**src/rtl/multicycle_controller_pkg.sv**
```systemverilog
// Shared opcode-class constants and controller state encoding.
// No logic; constants only.
// Not applicable: no datapath or flow control here.
package multicycle_controller_pkg;

  // Instruction classes carried in the top three opcode bits
  localparam logic [2:0] MEM_CLS = 3'b000;
  localparam logic [2:0] LDR_CLS = 3'b001;
  localparam logic [2:0] AND_CLS = 3'b010;
  localparam logic [2:0] NOT_CLS = 3'b011;
  localparam logic [2:0] SHF_CLS = 3'b100;
  localparam logic [2:0] ADD_CLS = 3'b101;
  localparam logic [2:0] DIV_CLS = 3'b110;
  localparam logic [2:0] ILL_CLS = 3'b111;

  // Sub-op bit that selects stm (1) over ldm (0) in the memory class
  localparam int STORE_BIT_POS = 0;

  typedef enum logic [2:0] {
    ST_FETCH,
    ST_DECODE,
    ST_MEM,
    ST_DIV,
    ST_WB,
    ST_TRAP
  } state_t;

endpackage

```
**src/rtl/inst_classifier.sv**
```systemverilog
// Decodes an opcode class into the control attributes the sequencer needs.
// Purely combinational, zero latency.
// No flow control; outputs follow inputs.
import multicycle_controller_pkg::*;

module inst_classifier (
  input  logic [2:0] op_class,
  input  logic       store_bit,
  output logic       is_mem,
  output logic       is_store,
  output logic       is_div,
  output logic       is_illegal,
  output logic       writes_reg
);

  // Class decode; only stores and trapped opcodes skip the register write
  always_comb begin
    is_mem     = (op_class == MEM_CLS);
    is_store   = is_mem && store_bit;
    is_div     = (op_class == DIV_CLS);
    is_illegal = (op_class == ILL_CLS);
    writes_reg = !is_illegal && !is_store;
  end

endmodule

```
**src/rtl/multicycle_controller.sv**
```systemverilog
// Multi-cycle control sequencer: fetch, decode, memory, divide, writeback, trap.
// ALU ops retire 2 cycles after accept; memory 2+W; divide 2+DIV_CYCLES.
// Accepts one instruction only in FETCH; stalls in MEM until mem_ack.
import multicycle_controller_pkg::*;

module multicycle_controller #(
  parameter int OPCODE_W   = 4,
  parameter int DIV_CYCLES = 8,
  parameter int SUB_W      = OPCODE_W - 3
) (
  input  logic                clk,
  input  logic                rst,
  input  logic                instr_valid,
  input  logic [OPCODE_W-1:0] opcode,
  output logic                instr_ready,
  input  logic                mem_ack,
  output logic                mem_req,
  output logic                mem_signal_write,
  output logic                reg_signal_write,
  output logic                pc_en,
  output logic [2:0]          op_class,
  output logic [SUB_W-1:0]    op_sub,
  output logic                div_busy,
  output logic                halted
);

  localparam int CNT_W = $clog2(DIV_CYCLES + 1);
  localparam logic [CNT_W-1:0] DIV_LOAD = CNT_W'(DIV_CYCLES - 1);

  state_t               state;
  logic [OPCODE_W-1:0]  ir;
  logic [CNT_W-1:0]     div_cnt;

  logic is_mem, is_store, is_div, is_illegal, writes_reg;

  assign op_class = ir[OPCODE_W-1 -: 3];
  assign op_sub   = ir[SUB_W-1:0];

  inst_classifier u_classifier (
    .op_class   (op_class),
    .store_bit  (op_sub[STORE_BIT_POS]),
    .is_mem     (is_mem),
    .is_store   (is_store),
    .is_div     (is_div),
    .is_illegal (is_illegal),
    .writes_reg (writes_reg)
  );

  // Sequencer: outputs are registered alongside the state they belong to,
  // so each branch sets the outputs for the state it is entering.
  always_ff @(posedge clk) begin
    if (rst) begin
      state            <= ST_FETCH;
      ir               <= '0;
      div_cnt          <= '0;
      instr_ready      <= 1'b1;
      mem_req          <= 1'b0;
      mem_signal_write <= 1'b0;
      reg_signal_write <= 1'b0;
      pc_en            <= 1'b0;
      div_busy         <= 1'b0;
      halted           <= 1'b0;
    end else begin
      instr_ready      <= 1'b0;
      mem_req          <= 1'b0;
      mem_signal_write <= 1'b0;
      reg_signal_write <= 1'b0;
      pc_en            <= 1'b0;
      div_busy         <= 1'b0;
      case (state)
        ST_FETCH: begin
          if (instr_valid) begin
            ir    <= opcode;
            state <= ST_DECODE;
          end else begin
            instr_ready <= 1'b1;
          end
        end
        ST_DECODE: begin
          if (is_illegal) begin
            state  <= ST_TRAP;
            halted <= 1'b1;
          end else if (is_mem) begin
            state            <= ST_MEM;
            mem_req          <= 1'b1;
            mem_signal_write <= is_store;
          end else if (is_div) begin
            state    <= ST_DIV;
            div_busy <= 1'b1;
            div_cnt  <= DIV_LOAD;
          end else begin
            state            <= ST_WB;
            pc_en            <= 1'b1;
            reg_signal_write <= writes_reg;
          end
        end
        ST_MEM: begin
          if (mem_ack) begin
            state            <= ST_WB;
            pc_en            <= 1'b1;
            reg_signal_write <= writes_reg;
          end else begin
            mem_req          <= 1'b1;
            mem_signal_write <= is_store;
          end
        end
        ST_DIV: begin
          // Counter only moves while nonzero, so it can never wrap
          if (div_cnt == '0) begin
            state            <= ST_WB;
            pc_en            <= 1'b1;
            reg_signal_write <= writes_reg;
          end else begin
            div_cnt  <= div_cnt - 1'b1;
            div_busy <= 1'b1;
          end
        end
        ST_WB: begin
          state       <= ST_FETCH;
          instr_ready <= 1'b1;
        end
        ST_TRAP: begin
          state <= ST_TRAP;
        end
        default: begin
          state       <= ST_FETCH;
          instr_ready <= 1'b1;
        end
      endcase
    end
  end

endmodule

```
**config.mk**
```make
export PLATFORM = sky130hd
export DESIGN_NAME = multicycle_controller
export DESIGN_NICKNAME = d
export VERILOG_FILES = /design/src/rtl/multicycle_controller_pkg.sv /design/src/rtl/inst_classifier.sv /design/src/rtl/multicycle_controller.sv
export SDC_FILE = /design/constraint.sdc
export NUM_CORES = 1
export LEC_CHECK = 0
export CORE_UTILIZATION = 48
export DETAILED_ROUTE_END_ITERATION = 6
export GPL_TIMING_DRIVEN = 0
export PLACE_DENSITY = 0.76
export SLEW_MARGIN = 0
export SYNTH_ARGS = -nofsm -noshare
export SYNTH_HDL_FRONTEND = slang
export SYNTH_SLANG_ARGS = --single-unit
```
**constraint.sdc**
```tcl
create_clock -name clk -period 2.1 [get_ports clk]
set_clock_uncertainty 0.05 [all_clocks]
set_input_delay 0.315 -clock clk [delete_from_list [all_inputs] [get_ports clk]]
set_output_delay 0.315 -clock clk [all_outputs]
set_load 0.02 [all_outputs]
```
==> results_dict.tcl, run 1 <==
set metrics [dict create \
    cpMaxStageDelayCell "clkdlybuf4s50_1" \
    outcome "finished clean" \
    ys_ff_latch 18 \
    drive_gt1_share_pct 14.2 \
    die-area_um2 2010 \
    first_global_vias 661 \
    crit_path_cell_trace "clkdlybuf4s50_1" \
    crit_type "reg2out" \
    fin_nets 124 \
    antenna_cells 0 \
    clkTransAtPathRegs_ps 100 \
    setup_viol 0 \
    synthCells 92 \
    wl_met2_um 862 \
    first_pass_iters 4 \
    dpl.hpwl_um 1300 \
    antenna_found_initial 0 \
    slew_headroom_pct 67.2 \
    ctsHoldBuffers 0 \
    initialDrtViolationCount 12 \
    yosysTopAreaCell "dfxtp_1" \
    cp_num_buf_inv 1 \
    drc 0 \
    routedLengthMet1_um 828 \
    fin_setup_tns_ps 0 \
    fp.coreArea_um2 1730 \
    clk_path_buf_depth 2 \
    synthArstFlopShare_pct 0 \
    seq_area_frac_synth_pct 41.0 \
    rsz0062_at_grt "false" \
    final_util_pct 64.7 \
    finalWirelength_um 1820 \
    worst_setup_path_end_kind "output port" \
    port_buffers 17 \
    holdWs_ps 229 \
    rows 15 \
    power_density_nw_per_um2 667 \
    cts_tree "built" \
    die_h_um 44.8 \
    maxCapViolations 0 \
    tightest_slew_ps 490 \
    cts_buffers 3 \
    viasPerCell 5.49 \
    hold_viol 0 \
    syn-cell-area_um2 880 \
    timing.final.crit_period_ps 1810 \
    syn_nets 102 \
    ioPinCount 19 \
    cellLeakagePower_nw 0.430 \
    ys.warnings.count 0 \
    area_delta_synth_final_pct 27.0 \
    gp_congestion 0.834 \
    grt_usage_pct 20.3 \
    top_layer_used "met4" \
    cp.required_ps 1740 \
    crit_family "buffers and inverters" \
    avgSynthCellArea_um2 9.56 \
    worst_ep_arrival_time_ps 1440 \
    grt_first_pass_wirelength_um 2880 \
    wl_met3_um 117 \
    power.total_w 0.000745 \
    start_util_pct 50.9 \
    synthTopCellsByArea "dfxtp_1 41%, mux2i_1 5.7%, nor2_1 3.8%" \
    min_period_over_period_pct 86.1 \
    slew_viol_final 0 \
    cp-start-kind "flip-flop" \
    critPathMaxFanout 8 \
    fp.dieW_um 44.8 \
    grt_max_degree 11 \
    ant_nets 0 \
    ys_types 39 \
    min_path_type "in2reg" \
    max_stage_delay_ps 660 \
    peakVddDrop_mv 0.482 \
    setup_slack_ps 292 \
    clk_latency_ps 290 \
    h-tree-depth 1 \
    grt_overflow 0 \
    wl_per_cell_um 13.2 \
    fmax_mhz 553 \
    cts_root_buf "clkbuf_4" \
    dp_slack_ps 389 \
    ys.flop_type "dfxtp_1" \
    cts_resized 0 \
    post-cts-setup-buffer-count 0 \
    synth-edff-count 0 \
    synth.top_cell.area_share_pct 41.0 \
    clock-sinks 18 \
    via_count 757 \
]
==> placed cells by master (no fill, tap or decap), types with 3 or more instances in the layout <==
| master | synthesis | routed |
|---|---|---|
| a21oi_1 | 4 | 4 |
| and3b_1 | 3 | 3 |
| buf_2 | 3 | 3 |
| clkbuf_4 | 0 | 3 |
| clkdlybuf4s50_1 | 0 | 17 |
| dfxtp_1 | 18 | 18 |
| inv_1 | 3 | 3 |
| mux2i_1 | 5 | 5 |
| nand2_1 | 5 | 5 |
| nor2_1 | 9 | 9 |
| nor3_1 | 3 | 3 |
==> layer usage <==
| layer | GRT usage, % | vias up |
|---|---|---|
| met1 | 25.7 | 344 |
| met5 | 0 | - |
| met2 | 32.4 | 32 |
| li1 | - | 379 |
| met3 | 5.20 | 2 |
| met4 | 9.70 | 0 |
==> synth_stat cells (2+ instances only) <==
library cell	instances
dfxtp_1	18
nor2_1	9
mux2i_1	5
nand2_1	5
a21oi_1	4
and3b_1	3
buf_2	3
inv_1	3
nor3_1	3
a31o_2	2
a31oi_1	2
buf_4	2
ha_1	2
nand2b_1	2
nand3b_1	2
nand4b_1	2
o21ai_0	2
o32ai_1	2
==> worst paths after layout <==
kind / startpoint / end / slack, ps / depth (start not counted)
setup / recovery: ir[1] / op_class[0] / 290 / 1
hold / removal: rst / div_cnt[3] / 230 / 2
hold reg to reg: halted / halted / 440 / 2
setup reg to reg: div_cnt[0] / div_cnt[3] / 480 / 4
==> cell families (layout without fill, tap and decap cells) <==
| logic type | Yosys count | count (layout) | synth area share [%] |
|---|---|---|---|
| simple gates | 36 | 36 | 26.3 |
| compound gates | 20 | 20 | 16.8 |
| flops | 18 | 18 | 41.0 |
| buf+inv | 10 | 31 | 6.40 |
| mux | 5 | 5 | 5.69 |
| fa+ha+maj | 2 | 2 | 2.84 |
| xor+xnor | 1 | 1 | 0.996 |
==> state kept, by name (all words and copies together), names as in the netlist <==
register / flops
state: 3
pc_en: 1
mem_signal_write: 1
div_busy: 1
instr_ready: 1
reg_signal_write: 1
div_cnt: 4
mem_req: 1
ir: 4
halted: 1
==> area by class of cell <==
cell class	instances	area [um^2]
fill	157	609
timing repair buffer	17	170
multi-input combinational	64	463
inverter	3	11.3
tap	25	31.3
clock buffer	4	36.3
buffer	7	45.0
sequential	18	360
==> report_power, final <==
part           leakage, nW  switching, W  internal [W]
clock network       0.0210      0.000107      0.000106
registers            0.147     0.0000109      0.000359
logic                0.262     0.0000841     0.0000790
total                0.430      0.000202      0.000543
==> per-stage QoR <==
stage / instance area, um^2 / cells
after detailed placement: 1080 / 134
after global routing: 1120 / 138
after floorplan: 880 / 92
after CTS: 1120 / 138
final: 1120 / 138
after global placement: 1080 / 134
Power figures use the tool's default switching activity.
==> inputs of run 2 (changes only) <==
--- a/config.mk
+++ b/config.mk
@@ -8,7 +8,7 @@
 export CORE_UTILIZATION = 48
 export DETAILED_ROUTE_END_ITERATION = 6
 export GPL_TIMING_DRIVEN = 0
-export PLACE_DENSITY = 0.76
+export PLACE_DENSITY_LB_ADDON = 0.25
 export SLEW_MARGIN = 0
 export SYNTH_ARGS = -nofsm -noshare
 export SYNTH_HDL_FRONTEND = slang
==> results_dict.tcl, run 2 (same netlist as run 1, synthesis figures left out) <==
set metrics [dict create \
    start_util_pct 50.9 \
    port_buffers 17 \
    post-cts-setup-buffer-count 0 \
    outcome "finished clean" \
    peakVddDrop_mv 0.504 \
    slew_viol_final 0 \
    ioPinCount 19 \
    antenna_cells 0 \
    power.total_w 0.000705 \
    nFillCells 147 \
    clk_latency_ps 290 \
    first_global_vias 662 \
    tightest_slew_ps 480 \
    rsz0062_at_grt "false" \
    fmax_mhz 553 \
    die_h_um 44.8 \
    ant_nets 0 \
    fp.coreArea_um2 1730 \
    timing.final.crit_period_ps 1810 \
    viasPerCell 5.70 \
    mostFrequentLayoutCells "18 x dfxtp_1, 17 x clkdlybuf4s50_1, 9 x nor2_1" \
    crit_type "reg2out" \
    cp-start-kind "flip-flop" \
    worst_setup_path_end_kind "output port" \
    slew_headroom_pct 67.8 \
    grt_max_degree 11 \
    dpl.hpwl_um 1290 \
    cts_tree "built" \
    worst_ep_arrival_time_ps 1440 \
    h-tree-depth 1 \
    rows 15 \
    crit_family "buffers and inverters" \
    clock-sinks 18 \
    power_density_nw_per_um2 639 \
    maxCapViolations 0 \
    critPathMaxFanout 8 \
    grt_usage_pct 19.6 \
    gp_congestion 0.902 \
    cpMaxStageDelayCell "clkdlybuf4s50_1" \
    fin_nets 124 \
    placed_area_um2 1080 \
    cellLeakagePower_nw 0.422 \
    ctsHoldBuffers 0 \
    max_stage_delay_ps 660 \
    die-area_um2 2010 \
    antenna_found_initial 0 \
    min_path_type "in2reg" \
    wl_per_cell_um 13.0 \
    reg_top3 "div_cnt (4), ir (4), state (3)" \
    drc 0 \
    clkTransAtPathRegs_ps 100 \
    cts_root_buf "clkbuf_4" \
    final_common_cell "dfxtp_1" \
    area_delta_synth_final_pct 25.5 \
    fp.dieW_um 44.8 \
    via_count 781 \
    hold_viol 0 \
    fin_area_um2 1100 \
    cp.required_ps 1740 \
    min_period_over_period_pct 86.2 \
    grt_overflow 0 \
    final_util_pct 63.9 \
    cp_num_buf_inv 1 \
    finalWirelength_um 1780 \
    clk_path_buf_depth 2 \
    fin_setup_tns_ps 0 \
    drive_gt1_share_pct 13.4 \
    crit_path_cell_trace "clkdlybuf4s50_1" \
    initialDrtViolationCount 19 \
    setup_viol 0 \
    first_pass_iters 4 \
    grt_first_pass_wirelength_um 2870 \
    cts_buffers 3 \
    cts_resized 0 \
]
[run 2: cell types whose count changed in the layout (fill, tap and decap cells not counted), sizes merged]
cell    before  now
clkbuf       5    4
[run 2: path summary, 6_finish.rpt]
kind | slack [ps] | to | cells after the start | startpoint
worst max register to register | 470 | div_cnt[0] | 5 | div_cnt[0]
worst min register to register | 440 | halted | 2 | halted
worst max-delay path | 290 | op_class[0] | 1 | ir[1]
worst min-delay path | 220 | div_cnt[3] | 2 | rst
[run 2: layout make-up]
class	count	area (um^2)	share of cell area, %
well taps	25	31.3	2.83
clock buffers	3	22.5	2.04
plain buffers	7	45.0	4.08
repair buffers	17	170	15.4
multi-input cells	64	463	42.0
flip-flops and latches	18	360	32.7
inverters	3	11.3	1.02
[run 2: worst register-to-register path, delay by kind of cell (launching register included)]
kind,cells,cell delay (ps)
adders and majority gates,1,200
DFF,1,350
and+or+nand+nor,1,500
AOI/OAI and AO/OA,2,340
buffers and inverters,1,90
[run 2: power by group]
group	switching (W)	internal, W	leakage [nW]	total [W]
Combinational	0.0000837	0.0000790	0.262	0.000163
Sequential	0.0000109	0.000359	0.147	0.000370
Clock	0.000106	0.0000668	0.0138	0.000172
[run 2: metal layers]
metal	GRT usage [%]	share of wire, %
met4	10.9	2.1
met1	24.9	47
met2	32.4	45
met5	0	0
met3	2.40	5.4
[run 2: stage by stage]
| step | setup slack (ps) | instances | hold slack [ps] |
|---|---|---|---|
| CTS | 303 | 137 | 220 |
| global placement | 390 | 134 | 407 |
| finish | 291 | 137 | 221 |
| floorplan | 594 | 92 | 405 |
| global route | 269 | 137 | 234 |
| detailed placement | 355 | 134 | 417 |
==> inputs of run 3 (changes only) <==
--- a/config.mk
+++ b/config.mk
@@ -6,6 +6,7 @@
 export NUM_CORES = 1
 export LEC_CHECK = 0
 export CORE_UTILIZATION = 48
+export CTS_CLUSTER_SIZE = 12
 export DETAILED_ROUTE_END_ITERATION = 6
 export GPL_TIMING_DRIVEN = 0
 export PLACE_DENSITY_LB_ADDON = 0.25
==> constraint.sdc (replaced) <==
create_clock -name clk -period 2.1 [get_ports clk]
set_clock_uncertainty 0.05 [all_clocks]
set_input_delay 0.21 -clock clk [delete_from_list [all_inputs] [get_ports clk]]
set_output_delay 0.21 -clock clk [all_outputs]
set_load 0.02 [all_outputs]
==> results of run 3 <==
Same layout as run 2 (identical final DEF). Status: finished clean.
Main changes from that run: setup slack after placement 355 ps -> 460 ps; setup slack after layout 291 ps -> 396 ps; hold slack 221 ps -> 116 ps
